$ cat src/rtl/fsm_pkg.sv
// Shared FSM and level definitions for the start/stop ramp controllers.
package fsm_pkg;

  typedef enum logic [2:0] {
    ST_IDLE    = 3'd0,
    ST_S100    = 3'd1,
    ST_S50     = 3'd2,
    ST_S30     = 3'd3,
    ST_STOPPED = 3'd4
  } state_t;

  // One-hot levels, bit order {100, 50, 30}
  localparam logic [2:0] L_OFF = 3'b000;
  localparam logic [2:0] L_30  = 3'b001;
  localparam logic [2:0] L_50  = 3'b010;
  localparam logic [2:0] L_100 = 3'b100;

  localparam int PCT_OFF = 0;
  localparam int PCT_30  = 30;
  localparam int PCT_50  = 50;
  localparam int PCT_100 = 100;

  // Multi-hot levels collapse to the highest set bit
  function automatic logic [2:0] resolve_lvl(input logic [2:0] lvl);
    if (lvl[2])      return L_100;
    else if (lvl[1]) return L_50;
    else if (lvl[0]) return L_30;
    else             return L_OFF;
  endfunction

  function automatic int lvl_pct(input logic [2:0] lvl);
    case (resolve_lvl(lvl))
      L_100:   return PCT_100;
      L_50:    return PCT_50;
      L_30:    return PCT_30;
      default: return PCT_OFF;
    endcase
  endfunction

  // Ramp entry state for a given (possibly multi-hot) level
  function automatic state_t lvl_to_state(input logic [2:0] lvl);
    case (resolve_lvl(lvl))
      L_100:   return ST_S100;
      L_50:    return ST_S50;
      L_30:    return ST_S30;
      default: return ST_STOPPED;
    endcase
  endfunction

endpackage

$ cat src/rtl/pwm_nivel.sv
// PWM generator: drives one pin at the duty of a one-hot speed level.
// The period counter free-runs, so level changes take effect mid-period.
module pwm_nivel
  import fsm_pkg::*;
#(
  parameter int PWM_PERIOD = 100
) (
  input  logic       clk,
  input  logic       reset,
  input  logic [2:0] lvl,
  output logic       pwm
);

  localparam int CW = $clog2(PWM_PERIOD + 1);
  localparam logic [CW-1:0] CNT_LAST = CW'(PWM_PERIOD - 1);

  logic [CW-1:0] cnt_q, cnt_d;
  logic [CW-1:0] duty;
  logic          pwm_q, pwm_d;

  // Duty and compare for the current count position
  always_comb begin
    duty  = CW'((PWM_PERIOD * lvl_pct(lvl)) / 100);
    cnt_d = (cnt_q == CNT_LAST) ? '0 : cnt_q + 1'b1;
    pwm_d = (cnt_q < duty);
  end

  // Period counter and registered output
  always_ff @(posedge clk) begin
    if (reset) begin
      cnt_q <= '0;
      pwm_q <= 1'b0;
    end else begin
      cnt_q <= cnt_d;
      pwm_q <= pwm_d;
    end
  end

  assign pwm = pwm_q;

endmodule

$ cat src/rtl/paro_rampa_parcial.sv
// Soft-stop controller: passes the start block's level through while idle,
// then on stop walks 100% -> 50% -> 30% -> off with a latched per-step dwell.
module paro_rampa_parcial
  import fsm_pkg::*;
#(
  parameter int TICK_DIV   = 100_000_000,
  parameter int DWELL_FAST = 1,
  parameter int DWELL_MID  = 2,
  parameter int DWELL_SLOW = 3,
  parameter int PWM_PERIOD = 100
) (
  input  logic       clk,
  input  logic       reset,
  input  logic       stop,
  input  logic       Rapido,
  input  logic       Lento,
  input  logic [2:0] lvl_in,
  output logic       out_30,
  output logic       out_50,
  output logic       out_100,
  output logic       pwm,
  output logic       busy,
  output logic       done
);

  localparam int PW = (TICK_DIV > 1) ? $clog2(TICK_DIV) : 1;
  localparam logic [PW-1:0] TICK_LAST = PW'(TICK_DIV - 1);

  state_t        state_q, state_d;
  logic [PW-1:0] presc_q, presc_d;
  logic [7:0]    step_q, step_d;
  logic [7:0]    dwell_q, dwell_d;
  logic [2:0]    lvl_q, lvl_d;
  logic          busy_q, busy_d;
  logic          done_q, done_d;

  logic [2:0]    lvl_res;
  logic          tick;
  logic          step_end;

  assign lvl_res  = resolve_lvl(lvl_in);
  assign tick     = (presc_q == TICK_LAST);
  assign step_end = tick && (step_q == dwell_q - 8'd1);

  // State, counters and registered outputs
  always_ff @(posedge clk) begin
    if (reset) begin
      state_q <= ST_IDLE;
      presc_q <= '0;
      step_q  <= '0;
      dwell_q <= '0;
      lvl_q   <= L_OFF;
      busy_q  <= 1'b0;
      done_q  <= 1'b0;
    end else begin
      state_q <= state_d;
      presc_q <= presc_d;
      step_q  <= step_d;
      dwell_q <= dwell_d;
      lvl_q   <= lvl_d;
      busy_q  <= busy_d;
      done_q  <= done_d;
    end
  end

  // Next state, prescaler restart and dwell latching
  always_comb begin
    state_d = state_q;
    presc_d = tick ? '0 : presc_q + 1'b1;
    step_d  = step_q;
    dwell_d = dwell_q;
    case (state_q)
      ST_IDLE: begin
        if (stop) begin
          state_d = lvl_to_state(lvl_in);
          presc_d = '0;
          step_d  = '0;
          if (Lento)       dwell_d = 8'(DWELL_SLOW);
          else if (Rapido) dwell_d = 8'(DWELL_FAST);
          else             dwell_d = 8'(DWELL_MID);
        end
      end
      ST_S100, ST_S50, ST_S30: begin
        if (step_end) begin
          case (state_q)
            ST_S100: state_d = ST_S50;
            ST_S50:  state_d = ST_S30;
            default: state_d = ST_STOPPED;
          endcase
          presc_d = '0;
          step_d  = '0;
        end else if (tick) begin
          step_d = step_q + 8'd1;
        end
      end
      ST_STOPPED: begin
        if (!stop) state_d = ST_IDLE;
      end
      default: state_d = ST_IDLE;
    endcase
  end

  // Output values for the state being entered
  always_comb begin
    lvl_d  = L_OFF;
    busy_d = 1'b0;
    done_d = 1'b0;
    case (state_d)
      ST_IDLE:    lvl_d = lvl_res;
      ST_S100:    begin lvl_d = L_100; busy_d = 1'b1; end
      ST_S50:     begin lvl_d = L_50;  busy_d = 1'b1; end
      ST_S30:     begin lvl_d = L_30;  busy_d = 1'b1; end
      ST_STOPPED: done_d = (state_q != ST_STOPPED);
      default:    lvl_d = L_OFF;
    endcase
  end

  pwm_nivel #(
    .PWM_PERIOD(PWM_PERIOD)
  ) u_pwm (
    .clk  (clk),
    .reset(reset),
    .lvl  (lvl_q),
    .pwm  (pwm)
  );

  assign {out_100, out_50, out_30} = lvl_q;
  assign busy = busy_q;
  assign done = done_q;

endmodule

$ cat config.mk
export PLATFORM = sky130hd
export DESIGN_NAME = paro_rampa_parcial
export DESIGN_NICKNAME = d
export VERILOG_FILES = /design/src/rtl/fsm_pkg.sv /design/src/rtl/pwm_nivel.sv /design/src/rtl/paro_rampa_parcial.sv
export SDC_FILE = /design/constraint.sdc
export NUM_CORES = 1
export LEC_CHECK = 0
export ABC_CLOCK_PERIOD_IN_PS = 2170
export CAP_MARGIN = 40
export CORE_MARGIN = 3
export CORE_UTILIZATION = 54
export DETAILED_ROUTE_END_ITERATION = 8
export PLACE_DENSITY = 0.78
export SLEW_MARGIN = 30
export SYNTH_ARGS = -nofsm -noshare
export SYNTH_HDL_FRONTEND = slang
export SYNTH_SLANG_ARGS = --single-unit
export TNS_END_PERCENT = 30
$ cat constraint.sdc
create_clock -name clk -period 2.17 [get_ports clk]
set_clock_uncertainty 0.1 [all_clocks]
set_input_delay 0.434 -clock clk [delete_from_list [all_inputs] [get_ports clk]]
set_output_delay 0.434 -clock clk [all_outputs]
set_load 0.02 [all_outputs]
# Word level (Yosys, flattened, before mapping)
# Cells that the tools add are included.
[totals] regBits=59 latchBits=0 ramBits=0 mem_bits_ro=0 output_inout_bits=6 n_memories=0
[op_classes] addsub=4 n_mul=1 div_mod_pow=1 n_lt_le_gt_ge=1 eq_ne=20 shifts=0 n_mux=27 bitwise_logic=1 reduce_logical=10
[ops] operator="$mux W27" n=3
[ops] operator="$pmux W27 S2" n=1
[ops] operator="$div A32 B8 Y32 const B" n=1
[ops] operator="$add A27 B1 Y27 const B" n=1
[ops] operator="$eq A27 B27 Y1 const B" n=1
[ops] operator="$mux W3" n=8
[ops] operator="$mux W8" n=3
[ops] operator="$pmux W7 S3" n=1
[ops] operator="$eq A3 B2 Y1 const B" n=6
[ops] operator="$pmux W3 S3" n=2
[ops] operator="$pmux W8 S2" n=1
[ops] operator="$eq A3 B1 Y1 const B" n=4
[ops] operator="$eq A3 B3 Y1 const B" n=4
[ops] operator="$mul A5 B7 Y12 const A" n=1
[ops] operator="$pmux W3 S4" n=1
[ops] operator="$add A8 B1 Y8 const B" n=1
[ops] operator="$eq A8 B8 Y1" n=1
[ops] operator="$sub A8 B1 Y8 const B" n=1
[ops] operator="$add A7 B1 Y7 const B" n=1
[ops] operator="$eq A7 B7 Y1 const B" n=1
[ops] operator="$lt A7 B7 Y1" n=1
[ops] operator="$logic_not A3 Y1" n=2
[ops] operator="$mux W2" n=3
[ops] operator="$ne A3 B3 Y1 const B" n=2
[ops] operator="other kinds (10)" n=14

# Longest topological paths before layout
[depth] depth_word=12 mapped_depth=11

# Hierarchy
# From an unflattened synthesis, not the netlist that was laid out.
[hier_totals] hier_cells=550 area_unflattened_um2=4579.4
[modules_own_cells] module="pwm_nivel" n_inst=1 cells_per_inst=288 area_each_um2=2318.5
[modules_own_cells] module="paro_rampa_parcial" n_inst=1 cells_per_inst=262 area_each_um2=2260.9

# Worst setup path before layout
# Ideal clock, no wire load.
[synth_timing] kind="register -> register" from="reg lvl_q[2]" to="reg u_pwm.pwm_q, in the netlist u_pwm.pwm" setup_ns=0.059 arrival_ns=2.173 t_required_ns=2.011 path_slack_ns=-0.161 stages_incl_launch_ff=12 n_path_buf=2 synth_period_minus_slack_ns=2.331 cell_sequence="dfxtp_1 -> clkbuf_1 -> nor2_1 -> and2_0 -> clkbuf_1 -> inv_1 -> fa_1 -> nor4_1 -> a211oi_1 -> o21a_1 -> o21ai_0 -> a22o_1"
[synth_via] elab_chain_len=6 elab_cells_between_ends=8
[synth_rtl] item="start: declaration" line="paro_rampa_parcial.sv:33" rtl="logic [2:0] lvl_q, lvl_d;"
[synth_rtl] item="start signal: assignment" line="paro_rampa_parcial.sv:60" rtl="lvl_q <= lvl_d;"
[synth_rtl] item="$mux W3 (*)" line="fsm_pkg.sv:25" rtl="if (lvl[2]) return L_100;"
[synth_rtl] item="$eq A3 B1 Y1, or another cell as far along" line="fsm_pkg.sv:32" rtl="case (resolve_lvl(lvl))"
[synth_rtl] item="$pmux W7 S3 (*)" line="fsm_pkg.sv:32"
[synth_rtl] item="$mul A5 B7 Y12 (*)" line="pwm_nivel.sv:23" rtl="duty = CW'((PWM_PERIOD * lvl_pct(lvl)) / 100);"
[synth_rtl] item="$div A32 B8 Y32 (*)" line="pwm_nivel.sv:23"
[synth_rtl] item="$lt A7 B7 Y1 (*)" line="pwm_nivel.sv:25" rtl="pwm_d = (cnt_q < duty);"
[synth_rtl] item="end signal: assignment" line="pwm_nivel.sv:35" rtl="pwm_q <= pwm_d;"
[synth_rtl] item="end: declaration" line="pwm_nivel.sv:19" rtl="logic pwm_q, pwm_d;"
# Every way passes the cells marked *; elsewhere a longest branch is shown, timed or not.
# A chain may end at the register's enable or synchronous reset.

# Final worst setup path
[layout_timing] from="reg dwell_q[1]" to="reg lvl_q[2]"
[layout_via] elab_chain_len=7 elab_cells_between_ends=10
[layout_rtl] item="start: declaration" line="paro_rampa_parcial.sv:32" rtl="logic [7:0] dwell_q, dwell_d;"
[layout_rtl] item="start signal: assignment" line="paro_rampa_parcial.sv:59" rtl="dwell_q <= dwell_d;"
[layout_rtl] item="$sub A8 B1 Y8 (*)" line="paro_rampa_parcial.sv:43" rtl="assign step_end = tick && (step_q == dwell_q - 8'd1);"
[layout_rtl] item="$eq A8 B8 Y1 (*)" line="paro_rampa_parcial.sv:43"
[layout_rtl] item="$logic_and A1 B1 Y1 (*)" line="paro_rampa_parcial.sv:43"
[layout_rtl] item="$mux W3 (*)" line="paro_rampa_parcial.sv:84" rtl="if (step_end) begin"
[layout_rtl] item="$pmux W3 S3 (*)" line="paro_rampa_parcial.sv:72" rtl="case (state_q)"
[layout_rtl] item="$eq A3 B2 Y1, or another cell as far along" line="paro_rampa_parcial.sv:108" rtl="case (state_d)"
[layout_rtl] item="$pmux W3 S4 (*)" line="paro_rampa_parcial.sv:108"
# Marked as above.

==> metrics.md <==
| Metric | Value |
|---|---|
| Flops & latches, synth | `53` |
| Met2 routed WL | `around 3000 um` |
| Post-route minimum period | `2.173 ns` |
| # clock sinks | `53` |
| Top cells by area, synth | `dfxtp_1, nor2_1, ha_1` |
| Final Max Slew Viols | `0` |
| Drt wl/cell | `~14 um` |
| Gr usage total | `between 20 and 25%` |
| Post-synth top cells | `nor2_1, dfxtp_1, nand3_1, nand2_1` |
| Area leader, netlist | `dfxtp_1` |
| Yosys cell types | `48` |
| Multiplexer share of the synthesized area | `1.391%` |
| DR vias | `2564` |
| Pre-antenna DRT Iters | `4` |
| Sequential area share after synthesis | `roughly 37%` |
| Unrepaired setup endpoints after global routing | `true` |
| Fmax | `approximately 460 MHz` |
| Final net count | `just over 400` |
| Top sig layer | `met4` |
| Max-cap viol count | `0` |
| Setup crit end kind | `flop` |
| Yosys Warn Count | `0` |
| Hold slack | `0.4041 ns` |
| Layout cells sized above 1 | `approximately 18%` |
| Diode count | `0` |
| Setup ws final | `-0.003223 ns` |
| Top_reg_cell synth | `dfxtp_1` |
| Area Growth Syn to Fin | `22.00%` |
| CTS tree | `built` |
| Main combinational cell family by area after synthesis | `simple AND/OR/NAND/NOR gates` |
| Grt ovf | `0` |
| CP Max Fanout | `4` |
| Die H | `approximately 80 um` |
| Mapped Nets | `370` |
| Ys async rst share | `0%` |
| Post-Syn Area | `approximately 2900 um^2` |
| Dpl hpwl | `roughly 4600 um` |
| Post-Place Setup Slack | `-0.2728 ns` |
| Synth Area in Simple Gates | `30.61%` |
| Initial antenna violation count | `0` |
| Max VDD drop | `0.5256 mV` |
| Post-CTS Hold Buffers | `0` |
| Leading cell type by number of instances after synthesis | `nor2_1` |
| Synth Area in Compound Gates | `between 10% and 20%` |
| Post-route ant nets | `0` |
| Synth Area in XOR/XNOR | `under 10%` |
| Finished Core Util | `a little under three quarters` |
| Clock root cell | `clkbuf_8` |
| Met3 WL post-DR | `approximately 210 um` |
| IO buf count | `13` |
| Metal1 wirelength | `around 2800 um` |
| Worst min path class | `reg2reg` |
| Total power | `around 2.1 mW` |
| CTS H-tree lvls | `2` |
| Slew @ Worst Pin | `0.5880 ns` |
| Setup tns final | `-0.003658 ns` |
| Yosys top cell area share | `a little under two fifths` |
| WP data required | `2.28 ns` |
| Largest net degree at the start of global routing | `18` |
| Via density per instance | `between 5 and 6` |
| Outcome | `finished with violations` |
| PD cells | `606.8 nW/um^2` |
| Number of setup violations in the final report | `2` |
| Routed WL | `6211 um` |
| Num rows | `25` |
| Detailed-route DRC error count | `0` |
| Crit Path Class | `reg2reg` |
| Worst Setup Start Kind | `flop` |
| Total I/O pin count | `14` |
| Clock transition at the registers of the reported paths | `0.10 ns` |
| Worst-skew pair later-pin latency | `approximately 0.32 ns` |
| Synth Instances | `approximately 350` |
| Core area | `roughly 4900 um^2` |
| Failing checks | `negative setup slack` |
| Max clock buf depth | `2` |
| Width of the chip | `just under 80 um` |
| First-pass GRT wire length | `approximately 11000 um` |
| Final Hold Fails | `0` |
| Synth Area per Inst | `approximately 8.3 um^2` |
| Post-synthesis adder-cell area fraction | `6.348%` |
| Initial detailed-routing violation count | `between 100 and 150` |
| Max_slew headroom | `60.72%` |
| Lkg Pwr | `between 1 and 1.5 nW` |
| Total die area | `6241 um^2` |
| Final period util | `100.1%` |
| Initial Util | `58.23%` |
| Post-synth EDFFs | `0` |
| Gpl congestion | `between 0.9 and 1` |
| Vias in the first global route | `around 2500` |
| Cts bufs inserted | `5` |
| Arrival time at the worst endpoint | `~2.3 ns` |
==> flip-flops by register name (all words and copies together), names as in the netlist <==
| name | cells |
|---|---|
| busy | 1 |
| done | 1 |
| dwell_q | 2 |
| lvl_q | 3 |
| presc_q | 27 |
| state_q | 3 |
| step_q | 8 |
| u_pwm.cnt_q | 7 |
| u_pwm.pwm | 1 |
==> worst max-delay path: stages (launching register included) <==
cell and delay, ns:
dfxtp_1 0.32, inv_1 0.07, ha_4 0.16, or3_4 0.39, a211oi_4 0.25, and4_4 0.31
buf_6 0.13, a31oi_4 0.07, o2111a_1 0.27
==> per-stage QoR <==
step	cells	area, um^2
2_1_floorplan	348	2899
3_3_place_gp	447	3296
3_5_place_dp	447	3296
4_1_cts	455	3406
5_1_grt	460	3511
6_report	460	3511
==> area by class of cell <==
type                    count  area [um^2]
flip-flops and latches     53         1067
fillers                   409         1431
well taps                  67        83.83
inverters                  15        56.30
multi-input cells         265         1787
clock inverters             3        21.27
clock buffers               5        68.82
repair buffers             52        426.7
==> power breakdown <==
| group | switching [mW] | internal, mW |
|---|---|---|
| sequential | 0.0330 | 1.01 |
| combinational | 0.261 | 0.249 |
| clock | 0.344 | 0.228 |
==> cells by family (layout without fill, tap and decap cells) <==
| logic type | Yosys count | in the layout |
|---|---|---|
| xor gates and xnor gates | 31 | 31 |
| and+or+nand+nor | 166 | 166 |
| other | 1 | 1 |
| muxes | 4 | 4 |
| DFF | 53 | 53 |
| buffers and inverters | 30 | 75 |
| AOI/OAI and AO/OA | 49 | 49 |
| adders and majority gates | 14 | 14 |
==> worst paths after layout <==
| check | from | endpoint | slack, ns | cells past startpoint |
|---|---|---|---|---|
| min reg2reg | step_q[6] | step_q[6] | 0.40 | 2 |
| min | step_q[6] | step_q[6] | 0.40 | 2 |
| max reg2reg | dwell_q[1] | lvl_q[2] | -0.003 | 8 |
| max | dwell_q[1] | lvl_q[2] | -0.003 | 8 |
==> placed cells by master, fill, tap and decap left out, types with 4 or more instances in the layout <==
master / n
a21oi_1: 18
and3_1: 8
buf_4: 38
clkbuf_8: 5
clkdlybuf4s50_1: 13
dfxtp_1: 50
ha_1: 12
inv_1: 13
nand2_1: 19
nand3_1: 22
nand4_1: 13
nor2_1: 54
nor2b_1: 5
nor3_1: 12
nor4_1: 4
o21ai_0: 6
or3_1: 4
xnor2_1: 18
xor2_1: 13
==> timing repair <==
item	4_1_cts	5_1_grt
gates cloned	0	0
gates resized for setup	5	18
pin swaps	2	11
endpoints found under the setup margin	6	17
setup buffers	0	5
==> per-layer routing <==
metal / global-route usage, % / up-vias
li1: - / 1305
met1: 26.40 / 1198
met2: 36.70 / 50
met3: 3.628 / 11
met4: 9.278 / 0
met5: 0 / -
Power figures use the tool's default switching activity.
==> edit 1, RTL diff (config.mk and constraints unchanged) <==
Re-encode `state_t` (5 states) as Gray code, 3 bits wide.
--- a/src/rtl/fsm_pkg.sv
+++ b/src/rtl/fsm_pkg.sv
@@ -2,11 +2,11 @@
 package fsm_pkg;
 
   typedef enum logic [2:0] {
-    ST_IDLE    = 3'd0,
-    ST_S100    = 3'd1,
-    ST_S50     = 3'd2,
-    ST_S30     = 3'd3,
-    ST_STOPPED = 3'd4
+    ST_IDLE    = 3'b000,
+    ST_S100    = 3'b001,
+    ST_S50     = 3'b011,
+    ST_S30     = 3'b010,
+    ST_STOPPED = 3'b110
   } state_t;
 
   // One-hot levels, bit order {100, 50, 30}
Behaviour: no difference found for any inputs over 10 cycles, from zero or initial values and one cycle with reset high; not proved beyond that.
==> edit 1 against the original RTL <==
The run still ends with setup timing left. Sequential cell count is the same. Setup slack worse by 60 ps. Combinational power decreased by 33%. Synthesized area shrank 7.4%. Routed wire length shrank 11%. Die area is 6.9% lower. Power down 8.8%. Largest cell class unchanged. Final area down 5.6%. Via count decreased by 11%. Critical path depth is 2 higher.
==> edit 1: results <==
pwr:
  peakVddDrop_uv: 420
  pg_clk_uw: 566
  sequentialPowerShare_pct: 53.3
routing:
  met2_length_um: 2720
  wirelength_um: 5510
  wl_met1_um: 2470
  vias_per_cell: 5.30
  drt_iter0_drc: 76
worst_setup_path:
  cp_slowest_stage_delay_ps: 500
sta:
  final.setup.worst_slack_ps: -63.0
  finalSetupTns_ps: -90.8
  finalSetupViolCount: 2
synth:
  ys_top_cells_by_count: "nor2_1 (64), dfxtp_1 (53), xnor2_1 (24), nand2_1 (20)"
  yosys.cell_types.count: 47
  synth-xor-area-share_pct: 12.8
  synthTopCellsByArea: "dfxtp_1 (40%), nor2_1 (9.0%), xnor2_1 (7.9%), ha_1 (6.1%), xor2_1 (4.9%)"
  ys_seq_area_share_pct: 39.8
  syn_inst: 313
run_status:
  violations: "setup timing"
  status: "finished with violations"
placed_design:
  pre_cts_slack_ps: -214
  routabilityCongestion: 0.854
cells_and_area:
  fin_cells: 430
grt:
  grt_use_met2_pct: 34.1
  grt_pass1_wl_um: 9300
  use_met3_pct: 4.61
-- edit 1: changes by cell type after synthesis, moves of 4 or more --
| cell | delta |
|---|---|
| o21ai_0 | -5 |
| xnor2_1 | +6 |
| mux2i_1 | -4 |
| clkbuf_1 | -4 |
| nand3_1 | -7 |
| nand4_1 | -6 |
| nor2_1 | +9 |
| a21oi_1 | -8 |
-- edit 1: timing repair --
action / in CTS / in global routing
resized for setup: 7 / 7
setup buffers: 2 / 0
pin swaps: 8 / 8
endpoints found under the setup margin: 5 / 12
-- edit 1: critical path: cells and delay by family (launching register included) --
family,cells,cell delay [ps]
AND/OR/NAND/NOR,5,740
adder cells (fa/ha/maj),1,500
AO/OA/AOI/OAI,3,390
flip-flops,1,360
buffers and inverters,1,40
-- edit 1: area by class of cell --
type | count | share of cell area (%)
multi-input cells | 237 | 47.5
clock buffers | 8 | 2.72
well taps | 65 | 2.45
repair buffers | 54 | 13.6
flip-flops and latches | 53 | 32.3
inverters | 13 | 1.47
==> edit 2, RTL diff (config.mk and constraints unchanged) <==
Without the edit above. `PWM_PERIOD` is set to 100 in 2 places; all go to 50.
--- a/src/rtl/pwm_nivel.sv
+++ b/src/rtl/pwm_nivel.sv
@@ -3,7 +3,7 @@
 module pwm_nivel
   import fsm_pkg::*;
 #(
-  parameter int PWM_PERIOD = 100
+  parameter int PWM_PERIOD = 50
 ) (
   input  logic       clk,
   input  logic       reset,
--- a/src/rtl/paro_rampa_parcial.sv
+++ b/src/rtl/paro_rampa_parcial.sv
@@ -7,7 +7,7 @@
   parameter int DWELL_FAST = 1,
   parameter int DWELL_MID  = 2,
   parameter int DWELL_SLOW = 3,
-  parameter int PWM_PERIOD = 100
+  parameter int PWM_PERIOD = 50
 ) (
   input  logic       clk,
   input  logic       reset,
Formal check against the unedited RTL: no difference found for any inputs over 10 cycles, from zero or initial values and one cycle with reset high; that may be too few to reach the edited logic, so the function may still have changed.
==> edit 2 against the original RTL <==
Final area down 5.6%. Highest routed layer unchanged. Synthesized cell count down 11%. Global-route usage down 0.78 points. Setup slack better by 74 ps. Synthesized area down 7.4%. Power down 12%. Routed wire length down 4.0%. Sequential cell count down 1. Critical path type unchanged. Count of clock-buffer cells in the layout up 2.
==> edit 2: results <==
run_status:
  status: "completed"
grt:
  grt_antenna_before_repair: 0
  track_usage_pct: 20.7
  grt_pass1_vias: 2289
  grt_pass1_wl_um: 10200
  grt_max_degree: 27
sta:
  fmax_ghz: 0.476
  maxSlewHeadroom_pct: 68.8
synth:
  synth-xor-area-share_pct: 10.2
  syn_nets: 327
  synth-compound-area-share_pct: 13.0
  ys_top_cells_by_count: "nor2_1 (54), dfxtp_1 (52), nand2_1 (19), xor2_1 (17), nand3_1 (15)"
  ys_seq_area_share_pct: 39.1
  synth_fa_ha_area_share_pct: 4.69
  synthTopCellsByArea: "dfxtp_1 (39%), nor2_1 (7.6%), xor2_1 (5.6%), ha_1 (4.7%), xnor2_1 (4.6%)"
  yosys.cell_types.count: 49
  synth.avg_cell_area_um2: 8.62
  synthMuxAreaShare_pct: 1.17
  synthFlopType: "dfxtp_1"
placed_design:
  routabilityCongestion: 0.890
  pre_cts_slack_ps: -88.0
  dp.final_hpwl_um: 4420
worst_setup_path:
  crit_slowest_cell: "dfxtp_2"
  cp_top_family: "compound AO/OA/AOI/OAI gates"
  r2r_start: "dwell_q[1]$_SDFFE_PP0P_"
  critPathMaxFanout: 7
  cp_slowest_stage_delay_ps: 350
  worstPathArrival_ps: 2180
  endpoint: "step_q[7]$_SDFFE_PP0P_"
  r2r_slack_ps: 70
  r2r_end: "step_q[7]$_SDFFE_PP0P_"
pwr:
  seq_power_uw: 1010
  comb_power_share_pct: 17.2
  peakVddDrop_uv: 368
  p_leak_uw: 0.00124
  switching_share_pct: 26.8
routing:
  drt_iter0_drc: 105
  wirelength_um: 5960
  dr_total_vias: 2390
  firstDrtPassIters: 5
cells_and_area:
  top_regs: "presc_q x27, step_q x8, u_pwm.cnt_q x6"
  layout-drive-gt1-share_pct: 19.3
  layout.nets: 379
  fillers: 362
min_path:
  holdPathEnd: "u_pwm.cnt_q[0]$_SDFF_PP0_"
  hold_path_class: "reg -> reg"
  hp-start: "u_pwm.cnt_q[0]$_SDFF_PP0_"
  min_path_cells: 1
clock_tree:
  insertion_delay_ps: 300
  htree_levels: 2
edit 2: cell types whose count changed after synthesis, moves of 3 or more:
| cell | change |
|---|---|
| and3_1 | -3 |
| a21oi_1 | -5 |
| nor3b_1 | -3 |
| and2_1 | -3 |
| xor2_1 | +4 |
| nor2b_1 | -3 |
| nand3_1 | -7 |
| clkbuf_1 | -8 |
| o31ai_1 | +6 |
| nor3_1 | -9 |
| ha_1 | -3 |
| or4_1 | +5 |
| o21a_1 | -3 |
| xnor2_1 | -4 |
edit 2: through the flow:
stage / hold WS, ps / cell area [um2] / cells / power (uW)
after floorplan: 330 / 2670 / 309 / 1200
after global placement: 362 / 3140 / 417 / 1310
after detailed placement: 369 / 3140 / 417 / 1320
after CTS: 392 / 3240 / 425 / 1860
after global routing: 416 / 3320 / 427 / 1960
final: 388 / 3320 / 427 / 1870
edit 2: cell type report:
cell class	instances	area [um2]	share of cell area, %
Timing Repair Buffer	53	447	13.5
Multi-Input combinational cell	236	1610	48.6
Clock buffer	7	76.3	2.30
Clock inverter	1	8.76	0.264
Tap cell	65	81.3	2.45
Sequential cell	52	1040	31.5
Inverter	13	48.8	1.47
edit 2: cells by family after synthesis:
| group | count (synthesis) |
|---|---|
| adder cells (fa/ha/maj) | 10 |
| buffers and inverters | 21 |
| multiplexers | 3 |
| AO/OA/AOI/OAI | 50 |
| AND/OR/NAND/NOR | 142 |
| flip-flops | 52 |
| XOR/XNOR | 31 |
edit 2: layer usage:
layer  track usage, %  wire length, um
met4             7.97               70
met5                0                0
met2             34.6             2930
met3             3.43              157
met1             26.5             2800
edit 2: repair_timing:
action                                  in CTS  in global routing
pin swaps                                    0                  6
hold endpoints to repair                     0                  0
buffers inserted                             0                  2
gates resized for setup                      5                 15
endpoints found under the setup margin       6                 16
hold buffers                                 0                  0
cloned                                       0                  0
